`config.mk`:
```
export PLATFORM = sky130hd
export DESIGN_NAME = map_tile_store
export DESIGN_NICKNAME = d
export VERILOG_FILES = /design/src/rtl/map_tile_store.sv
export SDC_FILE = /design/constraint.sdc
export NUM_CORES = 2
export LEC_CHECK = 0
export ABC_AREA = 1
export BUFFER_PORTS_ARGS = -buffer_cell sky130_fd_sc_hd__buf_2
export CORE_MARGIN = 2
export CORE_UTILIZATION = 40
export CTS_CLUSTER_SIZE = 14
export DETAILED_ROUTE_END_ITERATION = 12
export PLACE_DENSITY = 0.56
export SLEW_MARGIN = 30
export SYNTH_ARGS = -nofsm -noshare
export SYNTH_HDL_FRONTEND = slang
export SYNTH_SLANG_ARGS = --single-unit
```
`constraint.sdc`:
```
create_clock -name clk -period 45.3 [get_ports clk]
set_clock_uncertainty 0.05 [all_clocks]
set_input_delay 4.53 -clock clk [delete_from_list [all_inputs] [get_ports clk]]
set_output_delay 4.53 -clock clk [all_outputs]
set_load 0.02 [all_outputs]
```
`src/rtl/map_tile_store.sv`:
```
// Tile memory for the map display scanner: 21x21 playfield of 3-bit sprite codes with maze rebuild,
// ready/valid SET/EAT write port and orb tracking. Optional macro: MAP_TILE_STORE_GHOST_HOUSE_EN.
module map_tile_store #(
    parameter int MAP_W = 21,
    parameter int MAP_H = 21
) (
    input  logic       clk,
    input  logic       resetn,
    input  logic [4:0] rd_x,
    input  logic [4:0] rd_y,
    output logic [2:0] rd_type,
    input  logic       wr_req,
    input  logic       wr_op,
    input  logic [4:0] wr_x,
    input  logic [4:0] wr_y,
    input  logic [2:0] wr_type,
    output logic       wr_ready,
    output logic       init_done,
    output logic [8:0] orb_count,
    output logic       level_clear,
    output logic       orb_eaten,
    output logic       big_orb_eaten
);

    localparam int DEPTH = MAP_W * MAP_H;
    localparam int AW    = $clog2(DEPTH);
    localparam logic [8:0] ORB_MAX = 9'(DEPTH);

    localparam logic [2:0] T_EMPTY = 3'b000;
    localparam logic [2:0] T_BIG   = 3'b001;
    localparam logic [2:0] T_SMALL = 3'b010;
    localparam logic [2:0] T_WALL  = 3'b011;
    localparam logic [2:0] T_GREY  = 3'b100;

    localparam logic OP_SET = 1'b0;

`ifdef MAP_TILE_STORE_GHOST_HOUSE_EN
    localparam bit GHOST_EN = 1'b1;
`else
    localparam bit GHOST_EN = 1'b0;
`endif

    typedef enum logic [1:0] {
        ST_INIT,
        ST_IDLE,
        ST_BUSY
    } state_e;

    function automatic logic [2:0] layout(input logic [4:0] x, input logic [4:0] y);
        int xi;
        int yi;
        xi = int'(x);
        yi = int'(y);
        if (xi == 0 || xi == MAP_W - 1 || yi == 0 || yi == MAP_H - 1) return T_WALL;
        if (GHOST_EN && xi >= 9 && xi <= 11 && yi >= 9 && yi <= 11) return T_GREY;
        if ((xi == 1 || xi == MAP_W - 2) && (yi == 1 || yi == MAP_H - 2)) return T_BIG;
        if (!x[0] && !y[0]) return T_WALL;
        return T_SMALL;
    endfunction

    function automatic logic is_orb(input logic [2:0] code);
        return (code == T_BIG) || (code == T_SMALL);
    endfunction

    function automatic logic in_range(input logic [4:0] x, input logic [4:0] y);
        return (int'(x) < MAP_W) && (int'(y) < MAP_H);
    endfunction

    function automatic logic [AW-1:0] tile_idx(input logic [4:0] x, input logic [4:0] y);
        return AW'(y) * AW'(MAP_W) + AW'(x);
    endfunction

    state_e     state_q, state_d;
    logic [4:0] init_x_q, init_x_d;
    logic [4:0] init_y_q, init_y_d;
    logic       op_q, op_d;
    logic [4:0] x_q, x_d;
    logic [4:0] y_q, y_d;
    logic [2:0] type_q, type_d;
    logic [8:0] orb_count_q, orb_count_d;
    logic       orb_eaten_q, orb_eaten_d;
    logic       big_orb_eaten_q, big_orb_eaten_d;

    logic [2:0]    mem_q [DEPTH];
    logic          mem_we;
    logic [AW-1:0] mem_waddr;
    logic [2:0]    mem_wdata;

    logic          busy_in_range;
    logic [AW-1:0] busy_idx;
    logic [2:0]    old_code;
    logic [2:0]    init_code;
    logic          rd_in_range;
    logic [AW-1:0] rd_idx;

    assign busy_in_range = in_range(x_q, y_q);
    assign busy_idx      = busy_in_range ? tile_idx(x_q, y_q) : '0;
    assign old_code      = mem_q[busy_idx];
    assign init_code     = layout(init_x_q, init_y_q);
    assign rd_in_range   = in_range(rd_x, rd_y);
    assign rd_idx        = rd_in_range ? tile_idx(rd_x, rd_y) : '0;

    always_ff @(posedge clk) begin
        if (!resetn) begin
            state_q         <= ST_INIT;
            init_x_q        <= '0;
            init_y_q        <= '0;
            op_q            <= OP_SET;
            x_q             <= '0;
            y_q             <= '0;
            type_q          <= T_EMPTY;
            orb_count_q     <= '0;
            orb_eaten_q     <= 1'b0;
            big_orb_eaten_q <= 1'b0;
        end else begin
            state_q         <= state_d;
            init_x_q        <= init_x_d;
            init_y_q        <= init_y_d;
            op_q            <= op_d;
            x_q             <= x_d;
            y_q             <= y_d;
            type_q          <= type_d;
            orb_count_q     <= orb_count_d;
            orb_eaten_q     <= orb_eaten_d;
            big_orb_eaten_q <= big_orb_eaten_d;
        end
    end

    // Tile storage is not reset; INIT rewrites every entry before reads are enabled.
    always_ff @(posedge clk) begin
        if (mem_we) begin
            mem_q[mem_waddr] <= mem_wdata;
        end
    end

    always_comb begin
        state_d         = state_q;
        init_x_d        = init_x_q;
        init_y_d        = init_y_q;
        op_d            = op_q;
        x_d             = x_q;
        y_d             = y_q;
        type_d          = type_q;
        orb_count_d     = orb_count_q;
        orb_eaten_d     = 1'b0;
        big_orb_eaten_d = 1'b0;
        mem_we          = 1'b0;
        mem_waddr       = '0;
        mem_wdata       = T_EMPTY;

        case (state_q)
            ST_INIT: begin
                mem_we    = 1'b1;
                mem_waddr = tile_idx(init_x_q, init_y_q);
                mem_wdata = init_code;
                if (is_orb(init_code) && orb_count_q != ORB_MAX) begin
                    orb_count_d = orb_count_q + 9'd1;
                end
                if (int'(init_x_q) == MAP_W - 1) begin
                    init_x_d = '0;
                    if (int'(init_y_q) == MAP_H - 1) begin
                        state_d = ST_IDLE;
                    end else begin
                        init_y_d = init_y_q + 5'd1;
                    end
                end else begin
                    init_x_d = init_x_q + 5'd1;
                end
            end
            ST_IDLE: begin
                if (wr_req) begin
                    op_d    = wr_op;
                    x_d     = wr_x;
                    y_d     = wr_y;
                    type_d  = wr_type;
                    state_d = ST_BUSY;
                end
            end
            ST_BUSY: begin
                state_d = ST_IDLE;
                if (busy_in_range) begin
                    if (op_q == OP_SET) begin
                        mem_we    = 1'b1;
                        mem_waddr = busy_idx;
                        mem_wdata = type_q;
                        if (is_orb(old_code) && !is_orb(type_q) && orb_count_q != 9'd0) begin
                            orb_count_d = orb_count_q - 9'd1;
                        end else if (!is_orb(old_code) && is_orb(type_q) && orb_count_q != ORB_MAX) begin
                            orb_count_d = orb_count_q + 9'd1;
                        end
                    end else if (is_orb(old_code)) begin
                        mem_we          = 1'b1;
                        mem_waddr       = busy_idx;
                        mem_wdata       = T_EMPTY;
                        orb_eaten_d     = 1'b1;
                        big_orb_eaten_d = (old_code == T_BIG);
                        if (orb_count_q != 9'd0) begin
                            orb_count_d = orb_count_q - 9'd1;
                        end
                    end
                end
            end
            default: begin
                state_d = ST_INIT;
            end
        endcase

        // A reset edge must not commit an in-flight write.
        if (!resetn) begin
            mem_we = 1'b0;
        end
    end

    always_comb begin
        wr_ready      = (state_q == ST_IDLE);
        init_done     = (state_q != ST_INIT);
        orb_count     = orb_count_q;
        level_clear   = (state_q != ST_INIT) && (orb_count_q == 9'd0);
        orb_eaten     = orb_eaten_q;
        big_orb_eaten = big_orb_eaten_q;
        rd_type       = ((state_q != ST_INIT) && rd_in_range) ? mem_q[rd_idx] : T_EMPTY;
    end

endmodule
```
Word level (Yosys, flattened, before mapping)
Memories as Yosys holds them, arrays and structs flattened. Index checks and enable logic that the tools add are counted.

Register bits: 37. Input bits: 27. Word-level logic and storage cells: 127. Memory bits (writable): 1323. Memories kept: 1. Output and inout bits: 17.

Equality and inequality tests: 23. Multiply operators: 3. Add/subtract/negate cells: 7. Muxes and demuxes: 42. Bitwise logic cells: 1. Order comparisons: 4. Reduce and logical (&&, ||, !) cells: 36.

Memories: mem_q (depth 441, width 3, rd ports 2, clocked after memory_dff 0, write ports 1, RTL line 84) `logic [2:0] mem_q [DEPTH];`.

Operators by type and width (number): 9-bit 2-to-1 mux (12); 9-bit one-hot mux with 2 select lines (2); 9-bit by 5-bit adder with 9-bit output (3); 5-bit by 5-bit multiplier with 9-bit output (second input constant) (3); 3-bit 2-to-1 mux (9); 5-bit equality test (second input constant) (4); 5-bit < comparator (second input constant) (4); 1-bit 2-to-1 mux (12); 1-bit logical AND (11); 5-bit by 1-bit adder with 5-bit output (second input constant) (2); 5-bit by 2-bit equality test with 1-bit output (second input constant) (2); 5-bit logical NOT (2); 2-bit inequality test (second input constant) (5); 9-bit by 1-bit adder with 9-bit output (second input constant) (1); 3-bit by 1-bit equality test with 1-bit output (second input constant) (3); 3-bit by 2-bit equality test with 1-bit output (second input constant) (3); 9-bit logical NOT (1); 9-bit inequality test (second input constant) (1); 9-bit nonzero test (1); 9-bit by 1-bit subtractor with 9-bit output (second input constant) (1); 1-bit logical OR (8); 2-bit 2-to-1 mux (3); 3-bit inequality test (second input constant) (2); 2-bit one-hot mux with 3 select lines (1); other kinds (15) (20).

Depth between registers and ports, before layout
Depth in word-level cells: 16. Mapped depth: 31. Gate-level depth less buffers: 30.

Worst setup path before layout
No wires, ideal clock.

Path kind: reg2reg. Start point: reg state_q[1]. End point: mem mem_q[0][1], data pin. Setup time: 3619 ps. Slack: 23172 ps. Required time: 41631 ps. Arrival: 18458 ps. Buffers on the path: 1. Stages on the path, launching flop included: 8. Clock period less this slack: 22128 ps. Cell sequence: dfxtp_1 inv_1 nor2_1 inv_1 clkbuf_1 nor2_1 nand2_1 o21ai_0.

Word-level cells in the longest chain between the ends: 2. Elaborated cells between the ends (all ways): 3. Those cells by class: eq/ne (1); mux (1); reduce/logical (1).

Ends and longest elaborated chain: from (decl) (RTL line 73) `state_e state_q, state_d;`; from (signal assigned) (RTL line 116) `state_q <= state_d;`; 2-bit equality test or 2-bit logical NOT (tied branches) (RTL line 151) `case (state_q)`; 3-bit one-hot mux with 2 select lines * (RTL line 151); named net mem_wdata[1] (RTL line 87) `logic [2:0] mem_wdata;`; to (decl) (RTL line 84).

The timed path passes the listed nets; every way through them passes the cells marked *.

Worst setup path in the final report
Start point: in rd_x[0]. End point: out rd_type[2].

Word-level cells in the longest chain between the ends: 5. Elaborated cells between the ends (all ways): 7. Those cells by class: add/sub (1); order compare (1); mux (2); reduce/logical (2); memory (1).

Ends and longest elaborated chain: from (decl) (RTL line 9) `input logic [4:0] rd_x,`; parallel branches: the longest is 4 deep, another holds 9-bit by 5-bit adder with 9-bit output; 3-bit 2-to-1 mux * (RTL line 221) `rd_type = ((state_q != ST_INIT) && rd_in_range) ? mem_q[rd_idx] : T_EMPTY;`; to (decl) (RTL line 11) `output logic [2:0] rd_type,`.

Mark *: on every way between the ends.

==> impl_metrics.ini <==
[clock_network]
post-cts-setup-buffer-count = 0
cts_tree = done
clk_path_buf_depth = 3
clock_slew_at_reported_path_ffs_ns = 0.06
clock_sinks = 1360
tritoncts.num_buffers = 155
cts_root_buf = sky130_fd_sc_hd__clkbuf_16
cts-resized-gates = 0
cts-htree-levels = 4
cts-hold-fix-buffers = 0
clock_latency_ns = 0.81

[cells_and_area]
num-fill-cells = 17900
final_layout_size_suffix_gt1_share_pct = 5.91
area.growth.synth_to_final_pct = 9.69
layout_common_cells = 1422 x sky130_fd_sc_hd__nand2_1, 1323 x sky130_fd_sc_hd__edfxtp_1, 1170 x sky130_fd_sc_hd__nand3_1
layout.core_utilization_pct = 44.2
mostFrequentLayoutCell = sky130_fd_sc_hd__nand2_1
num-nets-final = 8245

[yosys]
dominantRegCellSynth = sky130_fd_sc_hd__edfxtp_1
post_synth_instance_area_um2 = 74000
synth.lib_cells_used.distinct = 54
synthesis.nets = 8592
async_flop_share_pct = 0
synth_largest_type_area_fraction_pct = 53.7
portion_of_the_post_synthesis_area_used_by_sequential_elements_pct = 54.7
yosysWarnings = 0
average_size_of_a_mapped_cell_um2 = 8.74
synth_enable_flop_cells = 1323
postSynthCellCount = 8471
ys_seq_elements = 1360
largest_area_contributor_in_the_netlist = sky130_fd_sc_hd__edfxtp_1
netlist_top_cells_area = sky130_fd_sc_hd__edfxtp_1 54%, sky130_fd_sc_hd__nand3_1 7.9%, sky130_fd_sc_hd__nand2_1 7.2%

[placed_design]
routabilityCongestion = 0.884
dpl_worst_slack_ns = 30.13
portBuffers = 43
dp_hpwl_um = 151000

[global_route]
maximum_number_of_pins_on_one_net_before_global_route_repair = 216
gr-usage-all-layers_pct = 28.3
first_pass_grt_wire_length_um = 399000
antenna_found_initial = 12
grt.overflow.total = 0
first_global_vias = 61400

[setup_path]
timing.critical_path.fanout_max = 123
crit_path_start_kind = input port
critical_path.endpoint_type = output pin
worstPathArrival_ns = 10.71
cell_mode_on_critical_path = sky130_fd_sc_hd__buf_4
crit_slowest_cell = sky130_fd_sc_hd__buf_4
path_class = in2out
crit_family = buffers and inverters
worstPathCellList = buf_2 -> ha_4 -> inv_4 -> nor2_4 -> inv_8 -> buf_4 -> buf_4 -> buf_4 -> o21ai_0 -> a21oi_1 -> nor3_1 -> o21ai_0 -> nand3_1 -> nand3_1 -> a31oi_1 -> o21a_1 -> nor3_1 -> buf_2
critical_path_required_ns = 40.72
crit_buf_inv = 7
delay_of_the_slowest_cell_on_the_worst_path_ns = 0.81

[detailed_routing]
drt-vias-per-instance = 5.95
drt_first_pass_iters = 6
totalWireLength_um = 272000
drc_errors = 0
detail_route.iter0.violations = 8329
route.detailed.wl_per_inst_um = 25.4
antenna_left = 0
routed-via-count = 63800

[die]
design.core.area_um2 = 183000
floorplan.die.height_um = 434
die_area_um2 = 188000
die_width_um = 434
num_rows = 157
io_pins = 44
floorplan.initialDensity_pct = 40.3

[sta]
setup-violations-final = 0
setup_repair_after_global_routing_missed_its_margin = false
relSlewSlack_pct = 26.8
setup_slack_ns = 30.01
maxSlewViolCount = 0
worst-slew-pin-transition_ns = 1.10
finalCritPeriodShare_pct = 33.8
timing.fmax_mhz = 65.4
setup-tns-final_ns = 0
report.final.hold_viol_count = 0
min_period_ns = 15.29

[run_status]
outcome = finished, final reports clean

[pwr]
leakagePower_nw = 30.3
power.density_nw_per_um2 = 37.2
max_vdd_drop_mv = 0.0380
total_power_mw = 3.02

[run]
drv_cap = 0

[hold_path]
worstHoldPathType = reg2reg
## area by class of cell
cell class | count | area [um2] | area share (%)
antenna | 1 | 2.50 | 0.00308
clock buffer | 175 | 4040 | 4.98
clock inverter | 109 | 1250 | 1.54
inverter | 995 | 3770 | 4.65
multi-input combinational | 5462 | 27300 | 33.6
sequential | 1360 | 40500 | 49.9
tap | 2464 | 3080 | 3.80
timing repair buffer | 150 | 1280 | 1.57
## per-stage QoR
step	instance area (um2)	hold WS (ns)	cells
5_1_grt	81200	0.451	10700
3_5_place_dp	75800	0.420	10400
3_3_place_gp	75800	0.414	10400
2_1_floorplan	74000	0.395	8471
6_report	81200	0.427	10700
4_1_cts	81100	0.429	10700
## power breakdown
| part | switching [mW] | internal, mW | total [mW] |
|---|---|---|---|
| Clock | 0.547 | 0.773 | 1.32 |
| Combinational | 0.257 | 0.0810 | 0.338 |
| Sequential | 0.000461 | 1.36 | 1.36 |
## final timing paths
kind | from | end | slack [ns] | cells past startpoint
min | x_q[3] | x_q[3] | 0.43 | 2
max reg2reg | y_q[0] | mem_q[265][2] | 35.20 | 27
max | rd_x[0] | rd_type[2] | 30.01 | 18
min reg2reg | x_q[3] | x_q[3] | 0.43 | 2
## per-layer routing
metal,vias to the layer above,GRT usage [%],wire length (um)
met5,-,0,54
met4,8,11.8,11500
met3,631,5.43,28400
met2,3736,44.4,122000
met1,30800,38.4,110000
li1,28600,-,-
## kinds of logic after synthesis
group	after synthesis	share of synthesized area [%]
fa+ha+maj	94	1.71
buf+inv	1649	8.73
compound gates	1850	14.0
xor+xnor	20	0.237
flops	1360	54.7
simple gates	3498	20.6
## sequential cells by signal, summed over array words and instances (netlist names)
register and flops:
orb_count 9, state_q 2, y_q 5, op_q 1
init_x_q 5, mem_q 1323, type_q 3, init_y_q 5
x_q 5, orb_eaten 1, big_orb_eaten 1
## worst register-to-register path, cell delays in order (launching register included)
cell	delay [ns]
sky130_fd_sc_hd__dfxtp_1	0.38
sky130_fd_sc_hd__o21ai_1	0.16
sky130_fd_sc_hd__nand2_1	0.10
sky130_fd_sc_hd__nand2_4	0.57
sky130_fd_sc_hd__nand2_4	0.28
sky130_fd_sc_hd__nor2_4	0.54
sky130_fd_sc_hd__buf_4	0.69
sky130_fd_sc_hd__buf_12	0.57
sky130_fd_sc_hd__buf_4	0.93
sky130_fd_sc_hd__buf_4	0.74
sky130_fd_sc_hd__nand2_1	0.12
sky130_fd_sc_hd__nand2_1	0.09
sky130_fd_sc_hd__nand2_1	0.05
sky130_fd_sc_hd__nand3_1	0.11
sky130_fd_sc_hd__nand3_1	0.17
sky130_fd_sc_hd__nand3_1	0.20
sky130_fd_sc_hd__nand3_1	0.24
sky130_fd_sc_hd__nand2_1	0.25
sky130_fd_sc_hd__a21oi_1	0.09
sky130_fd_sc_hd__nand2_1	0.08
sky130_fd_sc_hd__nand2_1	0.08
sky130_fd_sc_hd__nand3_4	0.20
sky130_fd_sc_hd__nand3_4	0.24
sky130_fd_sc_hd__nand2_1	0.12
sky130_fd_sc_hd__o21ai_1	0.15
sky130_fd_sc_hd__nor2_2	0.89
sky130_fd_sc_hd__nand3_1	0.99
sky130_fd_sc_hd__nor2_1	0.68
## cells in the mapped netlist, types with 118 or more instances
master and number:
sky130_fd_sc_hd__o211ai_1 198, sky130_fd_sc_hd__nand3_1 1174, sky130_fd_sc_hd__a21oi_1 530, sky130_fd_sc_hd__buf_2 190, sky130_fd_sc_hd__inv_1 984, sky130_fd_sc_hd__nor3_1 118
sky130_fd_sc_hd__o21ai_0 830, sky130_fd_sc_hd__nor2_1 641, sky130_fd_sc_hd__a22oi_1 135, sky130_fd_sc_hd__clkbuf_1 399, sky130_fd_sc_hd__nand2_1 1424, sky130_fd_sc_hd__edfxtp_1 1323
Note: power is estimated with default switching activity, not from simulation.
